`src/rtl/updown_counter_arbiter.sv`:
```
// updown_counter_arbiter
//
// Purpose:
//   Two control agents share one 4-bit up/down wrapping counter. Each agent
//   asks for a burst of 1-16 steps in a chosen direction. The block grants
//   one agent at a time with round-robin on ties. It then steps the counter
//   once per clock for the whole burst and finally pulses done.
//
// Ports:
//   clk    in   1  clock, all state changes on the rising edge
//   rst    in   1  synchronous active-high reset
//   req    in   2  per-requester burst request (level), bit i = requester i
//   up_in  in   2  per-requester direction, 1 = up, 0 = down
//   len0   in   4  requester 0 burst length field L (steps = L+1)
//   len1   in   4  requester 1 burst length field L (steps = L+1)
//   clr    in   1  counter clear, honoured only while idle, beats req
//   gnt    out  2  one-hot, one-cycle grant acknowledge
//   owner  out  1  requester currently or most recently granted
//   busy   out  1  high while a burst is running or completing
//   q      out  4  counter value
//   wrap   out  1  one-cycle pulse, the previous step wrapped
//   done   out  1  one-cycle pulse, burst complete and q is final

module updown_counter_arbiter (
  input  logic       clk,
  input  logic       rst,
  input  logic [1:0] req,
  input  logic [1:0] up_in,
  input  logic [3:0] len0,
  input  logic [3:0] len1,
  input  logic       clr,
  output logic [1:0] gnt,
  output logic       owner,
  output logic       busy,
  output logic [3:0] q,
  output logic       wrap,
  output logic       done
);

  typedef enum logic [1:0] {
    IDLE = 2'd0,
    RUN  = 2'd1,
    DONE = 2'd2
  } state_t;

  state_t     state_q, state_d;
  logic [3:0] count_q, count_d;
  logic [3:0] rem_q, rem_d;
  logic       dir_q, dir_d;
  logic       owner_q, owner_d;
  logic       lastOwner_q, lastOwner_d;
  logic [1:0] gnt_q, gnt_d;
  logic       done_q, done_d;
  logic       wrap_q, wrap_d;
  logic       busy_q, busy_d;

  logic       winner;
  logic [3:0] countStep;

  // Arbitration. A lone requester always wins. On a tie the requester
  // that did not finish the previous burst wins. last owner resets to 1 so
  // requester 0 takes the first tie.
  always_comb begin
    winner = req[1];
    if (req == 2'b11) begin
      winner = ~lastOwner_q;
    end
  end

  // One step of the counter in the latched direction. 4-bit arithmetic
  // gives the modulo-16 wrap for free.
  always_comb begin
    countStep = dir_q ? (count_q + 4'd1) : (count_q - 4'd1);
  end

  // Register bank. Every output comes straight from a flop here.
  always_ff @(posedge clk) begin
    if (rst) begin
      state_q     <= IDLE;
      count_q     <= 4'd0;
      rem_q       <= 4'd0;
      dir_q       <= 1'b0;
      owner_q     <= 1'b0;
      lastOwner_q <= 1'b1;
      gnt_q       <= 2'b00;
      done_q      <= 1'b0;
      wrap_q      <= 1'b0;
      busy_q      <= 1'b0;
    end else begin
      state_q     <= state_d;
      count_q     <= count_d;
      rem_q       <= rem_d;
      dir_q       <= dir_d;
      owner_q     <= owner_d;
      lastOwner_q <= lastOwner_d;
      gnt_q       <= gnt_d;
      done_q      <= done_d;
      wrap_q      <= wrap_d;
      busy_q      <= busy_d;
    end
  end

  // Next-state logic. gnt, done and wrap default low, so each one is a
  // single-cycle pulse. rem counts the steps still owed after the current
  // step, so the step taken with rem==0 is the last one.
  always_comb begin
    state_d     = state_q;
    count_d     = count_q;
    rem_d       = rem_q;
    dir_d       = dir_q;
    owner_d     = owner_q;
    lastOwner_d = lastOwner_q;
    gnt_d       = 2'b00;
    done_d      = 1'b0;
    wrap_d      = 1'b0;

    case (state_q)
      IDLE: begin
        if (clr) begin
          count_d = 4'd0;
        end else if (req != 2'b00) begin
          dir_d   = up_in[winner];
          rem_d   = winner ? len1 : len0;
          owner_d = winner;
          gnt_d   = winner ? 2'b10 : 2'b01;
          state_d = RUN;
        end
      end
      RUN: begin
        count_d = countStep;
        wrap_d  = dir_q ? (count_q == 4'hF) : (count_q == 4'h0);
        if (rem_q == 4'd0) begin
          done_d  = 1'b1;
          state_d = DONE;
        end else begin
          rem_d = rem_q - 4'd1;
        end
      end
      DONE: begin
        lastOwner_d = owner_q;
        state_d     = IDLE;
      end
      default: begin
        state_d = IDLE;
      end
    endcase

    busy_d = (state_d != IDLE);
  end

  assign gnt   = gnt_q;
  assign owner = owner_q;
  assign busy  = busy_q;
  assign q     = count_q;
  assign wrap  = wrap_q;
  assign done  = done_q;

endmodule

```
`config.mk`:
```
export PLATFORM = sky130hd
export DESIGN_NAME = updown_counter_arbiter
export DESIGN_NICKNAME = d
export VERILOG_FILES = /design/src/rtl/updown_counter_arbiter.sv
export SDC_FILE = /design/constraint.sdc
export NUM_CORES = 1
export LEC_CHECK = 0
export BUFFER_PORTS_ARGS = -buffer_cell sky130_fd_sc_hd__buf_2
export CAP_MARGIN = 40
export CELL_PAD_IN_SITES_DETAIL_PLACEMENT = 0
export CELL_PAD_IN_SITES_GLOBAL_PLACEMENT = 2
export CORE_AREA = 4 4 77 50
export DETAILED_ROUTE_END_ITERATION = 10
export DIE_AREA = 0 0 81 54
export PLACE_DENSITY_LB_ADDON = 0.3
export SYNTH_ARGS = -nofsm -noshare
export SYNTH_HDL_FRONTEND = slang
export SYNTH_SLANG_ARGS = --single-unit
```
`constraint.sdc`:
```
create_clock -name clk -period 1.9 [get_ports clk]
set_input_delay 0.38 -clock clk [delete_from_list [all_inputs] [get_ports clk]]
set_output_delay 0.38 -clock clk [all_outputs]
set_load 0.02 [all_outputs]
```
# Word level (Yosys, flattened, before mapping)
# Index checks and enable logic that the tools add are counted.
[op_classes] bitwise_logic=5 shift=0 magnitude_cmp=1 eq_ne=8 reduce_logical=11 n_mul=0 div_mod_pow=0 mux=18 addsub=3
[ops] op="4-bit 2-to-1 mux" n=6
[ops] op="4-bit case mux with 2 select lines" n=2
[ops] op="4-bit zero test" n=2
[ops] op="2-bit 2-to-1 mux" n=4
[ops] op="2-bit inequality test, second input constant" n=4
[ops] op="4-bit by 1-bit subtractor with 4-bit output, second input constant" n=2
[ops] op="2-bit nonzero test" n=3
[ops] op="1-bit 2-to-1 mux" n=5
[ops] op="1-bit NOT" n=5
[ops] op="4-bit by 1-bit adder with 4-bit output, second input constant" n=1
[ops] op="2-bit == test, second input constant" n=2
[ops] op="4-bit == test, second input constant" n=1
[ops] op="2-bit case mux with 2 select lines" n=1
[ops] op="4-bit AND reduction" n=1
[ops] op="4-bit OR reduction" n=1
[ops] op="3-bit AND reduction" n=1
[ops] op="2-bit by 1-bit == test with 1-bit output, second input constant" n=1
[ops] op="2-bit zero test" n=1
[ops] op="1-bit by 2-bit < comparator with 1-bit output, second input constant" n=1
[ops] op="2-bit AND reduction" n=1
[ops] op="2-bit OR reduction" n=1
[word_totals] inputBits=15 romBits=0 output_inout_bits=10 ram_bits=0 mem_count=0 regBits=18 latchBits=0

# Depth between registers and ports, before layout
# Gate-level depths: netlist of the first run.
[depth] ltp_word=6 depth_mapped=6 mapped_depth_nobuf=6

# Worst setup path after synthesis of the first run
# OpenSTA, ideal clock, no wires.
[synth_path] path_type="reg2reg" from="reg count_q[0] (netlist: q[0])" to="reg count_q[2] (netlist: q[2])" setup_time_ps=128 path_slack_ps=438 arrival_ps=1334 path_stages_with_launch=6 path_cell_list="dfxtp_1 > inv_1 > fa_1 > xnor2_1 > a22oi_1 > nor2_1"
[synth_via] elab_chain_len=3
[synth_rtl] item="start, declared" line="47" rtl="logic [3:0] count_q, count_d;"
[synth_rtl] item="start signal, assigned" line="91" rtl="count_q <= count_d;"
[synth_rtl] item="4-bit by 1-bit subtractor with 4-bit output or 4-bit by 1-bit adder with 4-bit output (tied branches)" line="73" rtl="countStep = dir_q ? (count_q + 4'd1) : (count_q - 4'd1);"
[synth_rtl] item="4-bit 2-to-1 mux (*)" line="73"
[synth_rtl] item="4-bit case mux with 2 select lines (*)" line="117" rtl="case (state_q)"
# Mark *: on every way between the ends. The rest lies on a longest branch, timed or not.
# A chain may end at the register's enable or synchronous reset.

# Final worst setup path of the first run
[layout_path] from="reg rem_q[1]" to="reg rem_q[3]"
[layout_via] elab_chain_len=3
[layout_rtl] item="start, declared" line="48" rtl="logic [3:0] rem_q, rem_d;"
[layout_rtl] item="start signal, assigned" line="92" rtl="rem_q <= rem_d;"
[layout_rtl] item="4-bit by 1-bit subtractor with 4-bit output or 4-bit zero test (tied branches)" line="136, 132"
[layout_rtl] item="4-bit 2-to-1 mux or 2-bit inequality test (tied branches)"
[layout_rtl] item="4-bit case mux with 2 select lines or 4-bit AND reduction (tied branches)"
# Parallel ways exist; a longest one is shown, timed or not. The select of a mux whose other input is x is not followed.

==> results of run 1 <==
## state kept, by name (all words and copies together) (netlist names)
signal,cells
q,4
rem_q,4
gnt,2
state_q,2
busy,1
dir_q,1
done,1
lastOwner_q,1
owner,1
wrap,1
## worst paths after layout
path / startpoint / slack (ns) / end / cells past startpoint
setup / recovery: rem_q[1] / 0.24 / rem_q[3] / 6
hold / removal: clr / 0.45 / gnt[0] / 3
setup reg to reg: rem_q[1] / 0.24 / rem_q[3] / 6
hold reg to reg: rem_q[1] / 0.52 / rem_q[1] / 2
## power by group
group | internal, mW | switching (mW) | total, mW
Clock | 0.184 | 0.130 | 0.314
Sequential | 0.414 | 0.0337 | 0.448
Combinational | 0.133 | 0.163 | 0.296
Total | 0.731 | 0.327 | 1.06
## worst max-delay path: cells and delay by family, from the launching register on
kind | cells | cell delay [ns]
AO/OA/AOI/OAI | 2 | 0.39
adder cells (fa/ha/maj) | 1 | 0.20
flip-flops | 1 | 0.33
AND/OR/NAND/NOR | 2 | 0.55
buffers and inverters | 1 | 0.08
## layout make-up
| class | count | area [um^2] | share of cell area, % |
|---|---|---|---|
| clock buffers | 4 | 55.1 | 4.67 |
| multi-input cells | 72 | 524 | 44.4 |
| flip-flops and latches | 18 | 360 | 30.5 |
| inverters | 7 | 26.3 | 2.23 |
| repair buffers | 29 | 158 | 13.4 |
| well taps | 45 | 56.3 | 4.77 |
## cells in the mapped netlist (3+ instances only)
cell type / n / area share (%)
nor3_1: 3 / 1.6
ha_1: 3 / 4.1
nand2b_1: 3 / 2.0
dfxtp_1: 18 / 39
nor2_1: 12 / 4.9
nand3_1: 3 / 1.6
and3_1: 4 / 2.7
a21oi_1: 5 / 2.7
mux2i_1: 6 / 6.5
inv_1: 7 / 2.8
nand2_1: 3 / 1.2
## through the flow
| step | std cells | total power [mW] | hold WS (ns) | utilization, % | instance area [um^2] |
|---|---|---|---|---|---|
| 2_1_floorplan | 100 | 0.663 | 0.465 | - | 923 |
| 3_3_place_gp | 171 | 0.751 | 0.491 | 35.6 | 1120 |
| 3_5_place_dp | 171 | 0.754 | 0.506 | 35.6 | 1120 |
| 4_1_cts | 175 | 1.07 | 0.441 | 37.3 | 1180 |
| 5_1_grt | 175 | 1.13 | 0.455 | 37.3 | 1180 |
| 6_report | 175 | 1.06 | 0.449 | 37.3 | 1180 |
## layout by cell type (no fill, tap or decap), types with 2 or more instances in the layout
cell type,netlist,routed
o21ai_0,2,2
nand2_1,3,3
ha_1,3,3
a21oi_1,5,5
mux2i_1,6,6
nor2_1,12,12
clkbuf_8,0,4
o21ai_2,2,2
buf_2,1,24
nand2b_1,3,3
and2_1,2,2
mux2_2,2,2
a32o_1,2,2
a211oi_1,2,2
and3_1,4,4
dfxtp_1,18,18
nor4_1,2,2
buf_4,0,5
nand3_1,3,3
inv_1,7,7
nor3_1,3,3
## layer usage
| metal | up-vias | part of all wire, % | track usage [%] |
|---|---|---|---|
| li1 | 425 | - | - |
| met2 | 15 | 43 | 16.6 |
| met3 | 2 | 6.0 | 4.85 |
| met5 | - | 0 | 0 |
| met1 | 349 | 51 | 16.1 |
| met4 | 0 | 0.32 | 2.81 |
## cell families after synthesis
logic type | share of synthesized area (%)
and+or+nand+nor | 21.5
xor gates and xnor gates | 0.949
muxes | 8.94
DFF | 39.0
AOI/OAI and AO/OA | 19.1
buffers and inverters | 4.20
adders and majority gates | 6.23
==> impl_metrics.tcl, run 1 <==
set metrics [dict create \
    fin_crit_ns 1.66 \
    ys_seq_area_share_pct 39.0 \
    crit_chain "inv_1 -> ha_1 -> nor3b_2 -> o22ai_4 -> and2_1 -> a32o_1" \
    cts_resized 0 \
    max_freq_mhz 604 \
    ys_types 36 \
    grt_max_degree 13 \
    cts_sinks 18 \
    antennaDiodeCount 0 \
    cp.arrival_ns 1.80 \
    final-max-slew-violation-count 0 \
    min-delay-path-class "input port to flip-flop" \
    cts_root_buffer "clkbuf_8" \
    status "finished, final reports clean" \
    finalSetupTns_ns 0 \
    power_density_mw_per_mm2 896 \
    grt_overflow 0 \
    area_delta_synth_final_pct 27.8 \
    cts_tree "yes" \
    drtIter0Drc 76 \
    grt_antenna_before_repair 0 \
    grt_pass1_wl_mm 3.75 \
    grt_pass1_vias 789 \
    cp_slowest_cell "nor3b_2" \
    drv_cap 0 \
    vdd_ir_drop_max_mv 0.388 \
    clk_latency_ns 0.25 \
    power.leakage_nw 0.530 \
    synth_nets 119 \
    dr_total_vias 791 \
    path_clk_slew_ns 0.07 \
    synth-edff-count 0 \
    critPathRequiredTime_ns 2.05 \
    syn_area_per_cell_um2 9.23 \
    finalWorstSetupSlack_ns 0.245 \
    final_nets 150 \
    ant_nets 0 \
    dieWidth_um 81 \
    setup_viol 0 \
    drtPass1Iterations 4 \
    io_buffers 24 \
    dp_hpwl_mm 1.67 \
    async_flop_share_pct 0 \
    cts_buffers 3 \
    synth_warnings 0 \
    crit_type "flip-flop to flip-flop" \
    drcViolationCount 0 \
    tightest_slew_ns 0.373 \
    die_area_mm2 0.00437 \
    critPathCaptureType "flip-flop" \
    synth_seq_cells 18 \
    rows 16 \
    worstSetupStartpointType "flip-flop" \
    fill_cells 348 \
    routed_wl_mm 2.21 \
    cts_setup_buffers 0 \
    syn_inst 100 \
    max_slew_margin_pct 75.0 \
    start_util_pct 29.2 \
    htreeDepth 1 \
    syn_area_um2 923 \
    cts.path.max_buffers 2 \
    place.gp.congestion 0.776 \
    post-route-period-util_pct 87.1 \
    skew_ns 0.00536 \
    hold_violations 0 \
    io_pins 25 \
    cts_hold_buf 0 \
    pre_cts_ws_ns 0.286 \
    rsz0062_at_grt "no" \
    grt_util_all_layers_pct 11.7 \
    die-height_um 54 \
    max_stage_delay_ns 0.34 \
    drive_gt1_share_pct 31.5 \
    coreArea_mm2 0.00316 \
    wl_per_cell_um 12.6 \
    ys.flop_type "dfxtp_1" \
    crit_fanout 8 \
    via_per_inst 4.52 \
]
Power figures use the tool's default switching activity.
==> run 2: changes to the inputs <==
- SETUP_SLACK_MARGIN: not set -> 0.5
==> run 2 against run 1 <==
Against the previous run:
- die area unchanged
- global-route usage decreased by 0.35 points
- register-to-register slack improved by 0.17 ns
- final cell count increased by 2.9%
- worst hold slack got worse by 0.0078 ns
- clock-buffer cell count unchanged
- via count increased by 7.2%
- clock skew increased by 0.0025 ns
- total power increased by 7.0%
- core utilization increased by 2.9 points
- critical path type unchanged
- highest routed layer unchanged
==> impl_metrics.tcl, run 2 (synthesized netlist as in run 1, its figures left out) <==
set metrics [dict create \
    status "finished, final reports clean" \
    start_util_pct 29.2 \
    final-max-slew-violation-count 0 \
    cts_buffers 3 \
    max_stage_delay_ns 0.39 \
    cp_slowest_cell "or3_4" \
    hold_ws_ns 0.441 \
    crit_chain "or3_4 -> o22ai_4 -> o21ai_2 -> a32o_1" \
    coreArea_mm2 0.00316 \
    routed_wl_mm 2.31 \
    grt_pass1_wl_mm 3.65 \
    crit_fanout 7 \
    cts.path.max_buffers 2 \
    pre_cts_ws_ns 0.306 \
    power.leakage_nw 0.569 \
    crit_family "compound AO/OA/AOI/OAI gates" \
    rows 16 \
    post-route-period-util_pct 78.4 \
    min-delay-path-class "input port to flip-flop" \
    antennaDiodeCount 0 \
    cts_hold_buf 0 \
    drcViolationCount 0 \
    wl_per_cell_um 12.8 \
    grt_util_all_layers_pct 11.3 \
    rrSetupSlack_ns 0.41 \
    clk_latency_ns 0.26 \
    final_nets 155 \
    cp.arrival_ns 1.64 \
    via_per_inst 4.71 \
    grt_overflow 0 \
    critPathRequiredTime_ns 2.05 \
    cts_tree "yes" \
    fin_crit_ns 1.49 \
    ant_nets 0 \
    finalSetupTns_ns 0 \
    worstSetupStartpointType "flip-flop" \
    drtIter0Drc 49 \
    drive_gt1_share_pct 43.7 \
    die-height_um 54 \
    place.gp.congestion 0.777 \
    setup_viol 0 \
    io_pins 25 \
    htreeDepth 1 \
    final_cell_mix "buf_2 (24), nor2_1 (12), dfxtp_1 (11)" \
    io_buffers 24 \
    critPathCaptureType "flip-flop" \
    cts_root_buffer "clkbuf_8" \
    worst-path-buf-inv 0 \
    hold_violations 0 \
    die_area_mm2 0.00437 \
    rsz0062_at_grt "yes" \
    area_delta_synth_final_pct 37.7 \
    tightest_slew_ns 0.384 \
    max_slew_margin_pct 74.4 \
    drtPass1Iterations 4 \
    dr_total_vias 848 \
    cts_sinks 18 \
    dp_hpwl_mm 1.65 \
    grt_pass1_vias 770 \
    skew_ns 0.00788 \
    vdd_ir_drop_max_mv 0.324 \
    power_density_mw_per_mm2 891 \
    path_clk_slew_ns 0.08 \
    finalWorstSetupSlack_ns 0.411 \
    dieWidth_um 81 \
    drv_cap 0 \
    grt_max_degree 13 \
    max_freq_mhz 671 \
    mostFrequentLayoutCell "buf_2" \
    grt_antenna_before_repair 0 \
    crit_type "flip-flop to flip-flop" \
    fill_cells 342 \
]
-- run 2: worst register-to-register path, cell delays in order, from the launching register on --
cell and delay [ns]:
dfxtp_4 0.36, or3_4 0.39, o22ai_4 0.29, o21ai_2 0.09
a32o_1 0.26
-- run 2: repair_timing --
| action | 4_1_cts | 5_1_grt |
|---|---|---|
| pin swaps | 5 | 4 |
| hold endpoints to repair | 0 | 0 |
| setup endpoints to repair | 4 | 9 |
| setup buffers | 4 | 2 |
| gates resized for setup | 8 | 7 |
-- run 2: worst paths after layout --
kind	startpoint	to	cells after the start
setup / recovery	state_q[1]	rem_q[2]	4
hold / removal	clr	gnt[0]	3
setup reg to reg	state_q[1]	rem_q[2]	4
hold reg to reg	state_q[1]	busy	1
-- run 2: final cells by class --
type                       instances  area [um^2]  area share, %
clock buffer                       4         55.1           4.33
inverter                           7         26.3           2.07
multi-input combinational         72          557           43.8
sequential                        18          374           29.4
tap                               45         56.3           4.43
timing repair buffer              34          203           15.9
-- run 2: power breakdown --
part | leakage, nW | internal [mW] | total (mW) | switching (mW)
sequential | 0.151 | 0.417 | 0.452 | 0.0355
combinational | 0.390 | 0.175 | 0.354 | 0.179
clock | 0.0288 | 0.185 | 0.326 | 0.142
total | 0.569 | 0.776 | 1.13 | 0.356
-- run 2: routing by layer --
layer	GRT usage (%)	part of all wire [%]
met4	3.37	0.74
met5	0	0
met2	16.8	42
met3	3.68	5.5
met1	15.6	52
-- run 2: through the flow --
| stage | area, um^2 | instances | util (%) | power [mW] |
|---|---|---|---|---|
| detailed placement | 1140 | 170 | 35.9 | 0.764 |
| global route | 1270 | 180 | 40.2 | 1.20 |
| finish | 1270 | 180 | 40.2 | 1.13 |
| global placement | 1140 | 170 | 35.9 | 0.763 |
| CTS | 1240 | 178 | 39.2 | 1.12 |
| floorplan | 942 | 100 | - | 0.675 |
==> run 3: changes to the inputs <==
- clock period: 1.9 -> 1.4 ns (I/O delays scaled with it)
==> run 3 against run 2 <==
Against the previous run:
- the run now ends with setup timing left
- critical path depth increased by 2
- die area unchanged
- total power increased by 55%
- core utilization increased by 15 points
- largest cell class unchanged
- highest routed layer unchanged
==> impl_metrics.tcl, run 3 (synthesized netlist as in run 1, its figures left out) <==
set metrics [dict create \
    drcViolationCount 0 \
    tightest_slew_ns 0.298 \
    grt_util_all_layers_pct 13.5 \
    grt_antenna_before_repair 0 \
    vdd_ir_drop_max_mv 0.611 \
    final_cell_mix "buf_6 (25), buf_4 (19), buf_2 (14)" \
    critPathRequiredTime_ns 1.55 \
    finalWorstSetupSlack_ns -0.100 \
    finalSetupTns_ns -0.263 \
    rrSetupSlack_ns -0.10 \
    place_inst 179 \
    dieWidth_um 81 \
    layoutNonFillerInstCount 207 \
    timing.rr.end "rem_q[2]" \
    fin_crit_ns 1.50 \
    critPathCaptureType "flip-flop" \
    grt-busiest-layer "met2" \
    via_per_inst 4.67 \
    path_clk_slew_ns 0.07 \
    start_util_pct 29.2 \
    hold_violations 0 \
    violations "setup timing" \
    mostFrequentLayoutCell "buf_6" \
    crit_fanout 7 \
    pre_cts_ws_ns -0.145 \
    reg2reg_from "rem_q[1]" \
    drv_cap 0 \
    io_pins 25 \
    post-route-util_pct 55.4 \
    dp_hpwl_mm 1.71 \
    grt_overflow 0 \
    area_delta_synth_final_pct 89.8 \
    grt_use_met3_pct 4.85 \
    cts_sinks 18 \
    cts_hold_buf 0 \
    final-max-slew-violation-count 0 \
    grt_max_degree 13 \
    cts_buffers 3 \
    rows 16 \
    reg2reg_depth 6 \
    power_density_mw_per_mm2 1000 \
    io_buffers 24 \
    place.gp.congestion 0.786 \
    die_area_mm2 0.00437 \
    ant_nets 0 \
    drtPass1Iterations 4 \
    hold_path_depth 4 \
    htreeDepth 1 \
    status "complete, but fails checks" \
    final_nets 182 \
    dr_total_vias 966 \
    grt_pass1_wl_mm 4.37 \
    p_total_mw 1.75 \
    routed_wl_mm 2.88 \
    min-delay-path-class "input port to flip-flop" \
    grt_pass1_vias 892 \
    antennaDiodeCount 0 \
    die-height_um 54 \
    cts.path.max_buffers 2 \
    skew_ns 0.00462 \
    rsz0062_at_grt "yes" \
    cts_root_buffer "clkbuf_8" \
    power.leakage_nw 0.762 \
    hold_path_end "rem_q[2]" \
    worstSetupStartpointType "flip-flop" \
    use_met2_pct 19.9 \
    grt_use_met1_pct 18.6 \
    max_slew_margin_pct 80.0 \
    wl_per_cell_um 13.9 \
    setup_viol 4 \
    coreArea_mm2 0.00316 \
    fill_cells 300 \
    clk_latency_ns 0.25 \
    post-route-period-util_pct 107 \
    hold_start "len0[2]" \
    max_freq_mhz 667 \
    drive_gt1_share_pct 69.1 \
    drtIter0Drc 55 \
    critical_path.startpoint "rem_q[1]" \
    cts_tree "yes" \
    crit_type "flip-flop to flip-flop" \
    cp.arrival_ns 1.65 \
]
-- run 3: worst max path at each step --
stage | end | slack (ns) | cells past startpoint
after detailed placement | rem_q[2] | -0.14 | 5
after floorplan | rem_q[2] | 0.02 | 4
after global placement | rem_q[2] | -0.12 | 5
after CTS | rem_q[2] | -0.06 | 6
final | rem_q[2] | -0.10 | 6
after global routing | rem_q[2] | -0.14 | 6
-- run 3: layout make-up --
type,count,area [um^2],share of cell area (%)
clock buffers,3,41.3,2.36
clock inverters,1,3.75,0.214
inverters,7,31.3,1.78
multi-input cells,72,679,38.8
flip-flops and latches,18,389,22.2
well taps,45,56.3,3.21
repair buffers,61,552,31.5
-- run 3: power by group --
part	switching, mW	total (mW)	internal [mW]
Clock	0.180	0.375	0.195
Combinational	0.324	0.750	0.426
Sequential	0.0580	0.628	0.570
-- run 3: worst max-delay path, cell delays in order, from the launching register on --
cell     delay, ns
dfxtp_2       0.33
inv_2         0.07
ha_4          0.13
nor3b_4       0.29
o22ai_4       0.17
and3_1        0.20
a32o_1        0.19
-- run 3: timing repair --
action / CTS / global route
gates resized for setup: 56 / 17
hold endpoints to repair: 0 / 0
pin swaps: 13 / 18
endpoints found under the setup margin: 28 / 28
gates cloned: 1 / 0
setup buffers: 12 / 11
-- run 3: per-stage QoR --
step / area, um^2 / hold slack [ns]
after floorplan: 981 / 0.435
after global placement: 1240 / 0.484
after detailed placement: 1240 / 0.489
after CTS: 1600 / 0.359
after global routing: 1750 / 0.371
final: 1750 / 0.360
-- run 3: layer usage --
| layer | share of wire [%] | vias up |
|---|---|---|
| li1 | - | 487 |
| met1 | 49 | 460 |
| met2 | 45 | 17 |
| met3 | 5.1 | 2 |
| met4 | 0.49 | 0 |
| met5 | 0 | - |
